### config.mk
export PLATFORM = sky130hd
export DESIGN_NAME = alfa_desc
export DESIGN_NICKNAME = d
export VERILOG_FILES = /design/src/rtl/alfa_desc.sv
export SDC_FILE = /design/constraint.sdc
export NUM_CORES = 1
export LEC_CHECK = 0
export ABC_AREA = 1
export BUFFER_PORTS_ARGS = -buffer_cell sky130_fd_sc_hd__buf_2
export CORE_AREA = 2 2 39 41
export DETAILED_ROUTE_END_ITERATION = 10
export DIE_AREA = 0 0 41 43
export PLACE_DENSITY = 0.45
export SETUP_SLACK_MARGIN = 0.15
export SLEW_MARGIN = 30
export SYNTH_ARGS = -nofsm -noshare
export SYNTH_HDL_FRONTEND = slang
export SYNTH_SLANG_ARGS = --single-unit
export TNS_END_PERCENT = 100
### constraint.sdc
create_clock -name clk -period 0.9 [get_ports clk]
set_clock_uncertainty 0.1 [all_clocks]
set_input_delay 0.045 -clock clk [delete_from_list [all_inputs] [get_ports clk]]
set_output_delay 0.045 -clock clk [all_outputs]
set_load 0.03 [all_outputs]
### src/rtl/alfa_desc.sv
// alfa_desc -- word-class glyph decoder.
//
// Classifies a three-note word (notas1..notas3 plus the Tom flag) as idle,
// adjective, comparative, adverb or error, and drives the matching
// 7-segment glyph. The glyph is registered, giving one cycle of latency.
//
// Ports:
//   clk            in   sole clock, rising edge
//   reset          in   synchronous, active-high; loads the blank glyph
//   Tom            in   tone flag for the word (1 = raised tone)
//   notas1..3      in   3-bit note codes (000 none, 001 do .. 111 si)
//   saida1..saida7 out  segments a..g, registered
//
// Configuration macro:
//   ALFA_DESC_ACTIVE_LOW_EN  defined -> all segments inverted (common anode),
//                            including the reset/blank value.

module alfa_desc (
   input  logic       clk,
   input  logic       reset,
   input  logic       Tom,
   input  logic [2:0] notas1,
   input  logic [2:0] notas2,
   input  logic [2:0] notas3,
   output logic       saida1,
   output logic       saida2,
   output logic       saida3,
   output logic       saida4,
   output logic       saida5,
   output logic       saida6,
   output logic       saida7
);

   typedef enum logic [2:0] {
      CLS_IDLE,
      CLS_ADJ,
      CLS_COMP,
      CLS_ADV,
      CLS_ERR
   } word_cls_e;

   localparam logic [2:0] NOTE_NONE = 3'b000;
   localparam logic [2:0] NOTE_DO   = 3'b001;
   localparam logic [2:0] NOTE_RE   = 3'b010;
   localparam logic [2:0] NOTE_LA   = 3'b110;
   localparam logic [2:0] NOTE_SI   = 3'b111;

   // Glyphs in active-high form, bit 6 = segment a ... bit 0 = segment g.
   localparam logic [6:0] GLYPH_BLANK = 7'b0000000;
   localparam logic [6:0] GLYPH_A     = 7'b1110111;
   localparam logic [6:0] GLYPH_C     = 7'b1001110;
   localparam logic [6:0] GLYPH_D     = 7'b0111101;
   localparam logic [6:0] GLYPH_E     = 7'b1001111;

`ifdef ALFA_DESC_ACTIVE_LOW_EN
   localparam logic [6:0] POL_MASK = '1;
`else
   localparam logic [6:0] POL_MASK = '0;
`endif

   localparam logic [6:0] SEG_RESET = GLYPH_BLANK ^ POL_MASK;

   word_cls_e  word_cls;
   logic [6:0] seg_d;
   logic [6:0] seg_q;

   // Priority classification; first matching rule wins.
   always_comb begin
      word_cls = CLS_ERR;
      if (notas1 == NOTE_NONE && notas2 == NOTE_NONE && notas3 == NOTE_NONE)
         word_cls = CLS_IDLE;
      else if (notas1 == NOTE_NONE || notas2 == NOTE_NONE)
         word_cls = CLS_ERR;
      else if (!Tom && notas3 == NOTE_LA)
         word_cls = CLS_ADJ;
      else if (!Tom && notas3 == NOTE_SI)
         word_cls = CLS_ADV;
      else if (Tom && (notas3 == NOTE_DO || notas3 == NOTE_RE))
         word_cls = CLS_COMP;
      else
         word_cls = CLS_ERR;
   end

   always_comb begin
      seg_d = GLYPH_BLANK;
      unique case (word_cls)
         CLS_IDLE: seg_d = GLYPH_BLANK;
         CLS_ADJ:  seg_d = GLYPH_A;
         CLS_COMP: seg_d = GLYPH_C;
         CLS_ADV:  seg_d = GLYPH_D;
         CLS_ERR:  seg_d = GLYPH_E;
         default:  seg_d = GLYPH_E;
      endcase
      seg_d = seg_d ^ POL_MASK;
   end

   always_ff @(posedge clk) begin
      if (reset)
         seg_q <= SEG_RESET;
      else
         seg_q <= seg_d;
   end

   assign {saida1, saida2, saida3, saida4, saida5, saida6, saida7} = seg_q;

endmodule

### Word level (Yosys, flattened, before mapping)

Cells that the tools add are included.

* bitwise gates (word level): 0
* reduce and logical (&&, ||, !) cells: 12
* divide/modulo/power cells: 0
* magnitude comparators: 0
* equal/unequal tests: 7
* multiply operators: 0
* $add $sub $neg: 0
* shifts and indexed selects: 0
* muxes and demuxes: 6

Operators by type and width (number)
* case mux 7 bit (4 select lines): 1
* two-way mux 3 bit: 5
* zero test 3 bit: 4
* == test 3 x 2 -> 1 bit, second input constant: 3
* == test 3 x 1 -> 1 bit, second input constant: 2
* == test 3 bit, second input constant: 2
* logical AND 1 bit: 5
* logical OR 1 bit: 2
* zero test 1 bit: 1

* memories kept: 0
* input port bits: 12
* register bits: 7
* bits in read-only memories: 0
* logic and storage cells: 26
* memory bits (writable): 0
* bits in latches: 0
* output and inout bits: 7

### Depth between registers and ports, before layout

Gate-level depths: netlist (run 1).

* depth after elaboration: 10
* mapped depth: 7
* gate-level depth less buffers: 7

### Worst setup path before layout (run 1)

Ideal clock, no wire load.

* path type: register to output
* start: register seg_q[5] (netlist name)
* end: output saida3
* stages on the path, launching flop included: 2
* data required time: 0.755 ns
* slack: 0.055 ns
* arrival time: 0.700 ns
* buffers on the path: 1
* cells stage by stage: dfxtp_1 buf_4

RTL lines
* to (decl): line 27 `output logic saida3,`

### Worst setup path in the final report (run 1)

* start: register seg_q[5]
* end: output saida2

RTL lines
* from (decl): line 65 `logic [6:0] seg_q;`
* from (signal assigned): line 101 `seg_q <= seg_d;`
* to (decl): line 26 `output logic saida2,`

No word-level cell between the ends.

==> results of run 1 <==
[metal layers]
| layer | vias up | track usage |
|---|---|---|
| met5 | - | 0 |
| met3 | 2 | 0.0314 |
| met1 | 109 | 0.0607 |
| li1 | 157 | - |
| met2 | 16 | 0.0844 |
| met4 | 0 | 0.100 |
[through the flow]
step                hold WS (ns)   util
detailed placement         0.163  0.278
global placement           0.158  0.278
global route             -0.0945  0.331
finish                   -0.0888  0.331
CTS                      -0.0983  0.331
floorplan                0.00997      -
[timing repair]
item / CTS / global route
resized for setup: 17 / 0
setup endpoints to repair: 7 / 7
endpoints found under the hold margin: 3 / 3
[cells in the final DEF (no fill, tap or decap)]
master     n
buf_2     11
buf_4      1
buf_6      7
clkbuf_1   1
clkbuf_4   3
dfxtp_2    5
inv_1      8
nand2_1    9
nand2_2    4
nand3_2    1
nand4_1    1
nor2_1     4
nor2_2     7
[area by class of cell]
class | count | area (µm²)
Clock buffer | 4 | 26.3
Sequential cell | 5 | 106
Fill cell | 149 | 926
Timing Repair Buffer | 19 | 141
Multi-Input combinational cell | 26 | 134
Tap cell | 16 | 20.0
Inverter | 8 | 30.0
[cell families after synthesis]
logic type,count (synthesis),share of synthesized area
buffers and inverters,10,0.161
and+or+nand+nor,26,0.480
DFF,5,0.359
[report_power, final]
| group | switching [mW] | total (mW) | internal (mW) |
|---|---|---|---|
| logic | 0.0792 | 0.146 | 0.0671 |
| clock network | 0.0831 | 0.250 | 0.167 |
| registers | 0.00675 | 0.244 | 0.238 |
| total | 0.169 | 0.641 | 0.472 |
[how the worst min path moves through the flow]
stage | start | end
finish | reset | seg_q[0]$_SDFF_PP0_
global route | reset | seg_q[0]$_SDFF_PP0_
CTS | reset | seg_q[0]$_SDFF_PP0_
detailed placement | reset | seg_q[0]$_SDFF_PP0_
global placement | reset | seg_q[0]$_SDFF_PP0_
floorplan | reset | seg_q[5]$_SDFF_PP0_
==> results.txt, run 1 <==
- TritonCTS created 3 clock buffers.
- Summing internal, switching and leakage power gives roughly 0.64 mW.
- Netlist area before placement: 279 µm²
- Vertical die dimension: ~43 µm
- In the global route stage, overall resource usage came out at 0.0671.
* Most common cell in the synthesized netlist: nand2_1
- Final hold violation count: 3
* Maximum number of pins on one net before global-route repair: 5
- In the synthesized netlist, the number of instances is just over 40.
* Tightest Hold Check Type: input port to flop
- In this run the number of cells on the critical path is 1.
- Number of H-tree levels: 1
- For this run the aggregate overflow at the end of global routing stands at 0.
* Boundary pin count: 19
- Smallest setup slack after layout: 0.0602 ns
* Cells taking the most area after synthesis: dfxtp_1 36%, nor2_2 16%, nand2_1 12%
- Of the post-synthesis cell area, the dominant cell type holds 0.359.
* Total core area: around 1400 µm²
- Failing checks: negative hold slack
* Total inserted antenna cells: 0
- Antenna violations before repair: 0
- Data on the critical path arrives at its endpoint at ~0.7 ns.
- Antenna Violating Nets Remaining: 0
- Power per unit of standard cell area: 1400 nW/µm²
- By startpoint and endpoint, the worst setup path is classified as flop to output pin.
- Slew @ Worst Pin: approximately 0.12 ns
* Type of destination of the critical path: output pin
- The number of global-route vias before repair was between 200 and 250.
- In this run the worst path has a maximum fanout of 2.
- Maximum vdd ir drop: between 200 and 300 µV
- Of the available clock period, the critical path in the final layout requires 0.933.
- Final period demand of the worst path: 0.840 ns
* Final slew viol count: 0
- Total clock sinks: 5
- The floorplan has 14 rows.
- Sequence of cells on the critical path: buf_6
- The Yosys step of the flow raised 0 warnings.
- Total die area: between 1500 and 2000 µm²
* Post-Place Setup Slack: between 0.05 and 0.06 ns
* Worst Setup SP: seg_q[5]$_SDFF_PP0_
* Avg Cell Area, Syn: ~6.8 µm²
- CP startpoint kind: flop
* Net count of the finished layout: 75
- The clock passes through at most 2 buffers.
* Routed metal-1 wire length: 225 µm
* Largest incremental delay on the critical path: 0.33 ns
- Highest layer used for signal routing: met4
- Once placement finished, the instance area stood at around 380 µm².
- Wires add up to around 500 µm.
- Number of max-cap violations: 0
- In this run the post-CTS setup repair buffer count came out at 0.
* Top register by number of flip-flops: seg_q
- Placer's final routability congestion estimate: just over 0.6
- Most frequently used flop master after synthesis: dfxtp_1
* Required time of the critical path: 0.75 ns
- Wire length of the first global-routing pass: ~710 µm
- Library cells used by synthesis: 9
- For this block, the initial DRC count from the detailed router was 3.
- After detailed routing, the number of vias per cell comes to 3.64.
- Counting both buffers and inverters, the worst setup path holds a total of 1.
- Routed met3 length: 56 µm
- Setup crit end: saida2
- For this run, asynchronously set or reset flops after synthesis account for 0.
- The slowest stage of the critical path is the dfxtp_2 cell.
* Placed insts: between 70 and 80
- Setup repair after global routing could not meet its margin everywhere.
* Relative slew margins: 0.920
- The register with the most flip-flops in the layout has 5 of them.
- Final design area excluding fillers: between 400 and 500 µm²
- Cell class contributing the biggest share of worst-path delay: flip-flops
- Met2 routed wirelength: between 200 and 250 µm
* Final std cells w/o fill: between 70 and 80
- The synthesized design contains 0 enable-type register cells.
- Number of buffers added on ports: 18
- Of the cells placed in the final design, the portion with a size suffix greater than 1 is 0.629.
- Largest registers: seg_q x5
- Clock tree from TritonCTS: done
* X dimension of the die: between 40 and 50 µm
* Final worst hold slack: -0.0888 ns
- After clock tree synthesis, the clock-pin slew on the worst setup and hold paths is 0.04 ns.
- DRC errors left: 0
- Vias: 284
* Layout-stage area growth over the synthesis result: 64.1%
- Setup violations remaining at the end of the flow were counted as 0.
- Synth area leader: dfxtp_1
* Fraction of the yosys area taken by sequential cells: 0.359
- Mean routed wirelength per cell: 6.38 µm
* Library cell used as clock root buffer: clkbuf_4
- Along the worst hold path, the cell count comes to 2.
- The analysis attributes to cell leakage a power of roughly 0.25 nW.
- Synthesis-stage register bit count: 5
- The run finished, with violations left.
* Setup total negative slack: 0 ns
- Net Count, Synth: 53
* Highest achievable clock rate: about 1200 MHz
* DPL Wire Length: ~420 µm
* Starting Density: 0.202
- Number of iterations in the first detailed-routing pass: 4
- The commonest cells after synthesis are 9 x nand2_1, 8 x inv_1, 7 x nor2_2.
(Power assumes the default switching activity.)
==> run 2, diff against run 1 <==
BUFFER_PORTS_ARGS = default   (was -buffer_cell sky130_fd_sc_hd__buf_2)
DONT_BUFFER_PORTS = 1   (was default)
PLACE_DENSITY = 0.33   (was 0.45)
clock period = 1.1 ns   (was 0.9 ns; I/O delays follow)
==> run 2 against run 1 <==
The run still ends with negative hold slack left. Clock power shrank 18%. Die area stayed put. Total power is 25% lower. Final cell count down 17%.
==> results.txt, run 2 (synthesized netlist as in run 1, its figures left out) <==
* Number of placement rows: 14 (unchanged)
- Hold-fix buffer count after cts: 2
* Path length in cells of the critical path: 5 (+4)
* Grt total ovfl: 0 (unchanged)
- Power per unit of standard cell area: 1320 nW/µm² (-5.5%)
* Most frequent cells in the layout: 9 x nand2_1, 8 x inv_1, 7 x nor2_2, 5 x dfxtp_1
- The most critical setup path has its endpoint at seg_q[0]$_SDFF_PP0_.
- The final wirelength is 508 µm (+2.0%).
- DPL Wire Length: 428 µm (+1.4%)
- Violation count after the first detailed-route iteration: 9 (+6)
* Placer's final routability congestion estimate: 0.614 (-0.11%)
* Maximum number of pins on one net before global-route repair: 5 (unchanged)
- The utilization of the core after routing came to 0.264 (-0.0669).
- The placed standard-cell area is 299 µm² (-22%).
- The final-report setup violation count was 0 (unchanged).
* Boundary pin count: 19 (unchanged)
- Resized Gates After CTS: 0 (-17)
- TritonCTS built the clock tree.
- The worst setup path is captured at a flop.
- Total clock sinks: 5 (unchanged)
* Vias: 244 (-14%)
- Portion of the clock cycle consumed by the worst path in the final layout: 0.831
- The critical path is of the input port to flop type.
- The total routing usage reported by global routing is 0.0801 (+0.0129).
- The global-route wire length before repair is 890 µm (+25%).
* Most frequent standard cell in the layout excluding fill and tap cells: nand2_1
- The average routed wire per standard cell came to 7.82 µm (+22%).
- The core footprint came to 1380 µm² (unchanged).
- Vias in the first global route: 249 (+12%)
- Clock-pin slew reported for the worst setup and hold paths after clock tree synthesis: 0.04 ns (about the same)
* Layout-stage area growth over the synthesis result: 30.9%
- Highest net fanout along the worst path: 3 (+1)
- Number of iterations in the first detailed-routing pass: 4 (unchanged)
* Unrepaired setup endpoints after global routing: no
- The diode insertion count for antenna repair is 0 (unchanged).
- The delay of the slowest cell on the worst path was 0.55 ns (+0.22 ns).
- Static power due to leakage: 0.188 nW (-26%)
- The fraction of final layout cells with drive strength greater than 1 was 0.347 (-0.282).
* Worst-case clock buffer depth: 2 (unchanged)
* Number of cells on the worst hold path: 4 (+2)
- Final period demand of the worst path: a little over 0.9 ns
- The number of flip-flops in the largest register was 5 (unchanged).
- Antenna violations before repair: 0 (unchanged)
- Antenna Violating Nets Remaining: 0 (unchanged)
- The height of the die is 43 µm (unchanged).
* Buffers & Inverters on Critical Path: 1 (unchanged)
- The number of port buffers was 0 (-18).
* X dimension of the die: 41 µm (unchanged)
- Routed vias/inst: 3.75 (+3.1%)
- The post-CTS repair timing setup buffer count came to 0 (unchanged).
- The total number of H-tree levels was 1 (unchanged).
- Critical-path cell with the highest stage delay: dlygate4sd3_1
* Cell class contributing the biggest share of worst-path delay: buffers and inverters
- Final design area excluding fillers: 365 µm² (-20%)
- The area of the die was 1760 µm² (unchanged).
- Worst Path Arrival: 0.94 ns (+0.25 ns)
* Failing checks: negative hold slack
* Final hold violation count: 1 (-2)
- The initial standard-cell utilization of the core came to 0.202 (unchanged).
- In this run the worst hold path is classified as input port to flop.
- Timing would allow up to approximately 1100 MHz.
- Cell with the most instances on the worst path: nor2_2
* Layout filler cell count: 164 (+10%)
- The largest registers in the layout are seg_q x5.
- DRC errors left: 0 (unchanged)
- The max-capacitance violation count is 0 (unchanged).
- Sequential cell area: 100 µm² (-5.9%)
* Top register by number of flip-flops: seg_q
* Maximum vdd ir drop: 189 µV (-26%)
* CP startpoint kind: input port
- Required time of the critical path: 1.13 ns (+0.38 ns)
- The worst relative slew slack is 0.803 (-0.117).
- The max-slew violation count was 0 (unchanged).
- The pin slew with the least headroom to its limit came to 0.295 ns (+0.175 ns).
- Library cell used as clock root buffer: clkbuf_4
- The most critical setup path has its startpoint at notas3[2].
- The final-layout worst hold slack came to -0.0258 ns (+0.0630 ns).
- The critical path goes through dlygate4sd3_1 -> nor2_2 -> nand2_2 -> nand2_1 -> nor2_2.
- The final net count came to 62 (-17%).
* Cts bufs inserted: 3 (unchanged)
- The aggregate negative setup slack is 0 ns (unchanged).
- The flow ran to the end, but the final reports show violations.
- Area occupied by multi-input gates: 134 µm² (unchanged)
## run 2: worst min path at each step
stage	startpoint	end	slack [ns]
6_report	Tom	seg_q[1]$_SDFF_PP0_	-0.03
5_1_grt	Tom	seg_q[1]$_SDFF_PP0_	-0.007
4_1_cts	Tom	seg_q[5]$_SDFF_PP0_	-0.1
3_5_place_dp	reset	seg_q[0]$_SDFF_PP0_	0.02
3_3_place_gp	reset	seg_q[0]$_SDFF_PP0_	0.02
2_1_floorplan	reset	seg_q[0]$_SDFF_PP0_	0.02
## run 2: layout make-up
| class | count | share of cell area |
|---|---|---|
| Sequential cell | 5 | 0.274 |
| Inverter | 8 | 0.0822 |
| Tap cell | 16 | 0.0548 |
| Timing Repair Buffer | 6 | 0.151 |
| Multi-Input combinational cell | 26 | 0.366 |
| Clock buffer | 4 | 0.0719 |
## run 2: report_power, final
part           switching, mW  internal [mW]  leakage [nW]
Sequential            0.0170          0.192        0.0419
Combinational         0.0412         0.0279         0.131
Clock                 0.0679          0.137        0.0150
Total                  0.126          0.357         0.188
## run 2: per-stage QoR
stage / setup WS [ns] / cells / power (mW)
4_1_cts: 0.182 / 63 / 0.494
6_report: 0.186 / 65 / 0.483
5_1_grt: 0.150 / 65 / 0.519
3_5_place_dp: 0.341 / 57 / 0.271
3_3_place_gp: 0.371 / 57 / 0.270
2_1_floorplan: 0.245 / 41 / 0.264
## run 2: tightest hold or removal path, stage by stage
cell	delay (ns)
nor2_2	0.03
nand3_2	0.07
nor2_2	0.03
nor2_1	0.08
## run 2: routing by layer
metal  vias to the layer above  GRT usage  part of all wire
met2                        10      0.106              0.50
li1                        131          -                 -
met5                         -          0                 0
met3                         2     0.0314              0.12
met4                         0      0.100             0.020
met1                       101     0.0796              0.36
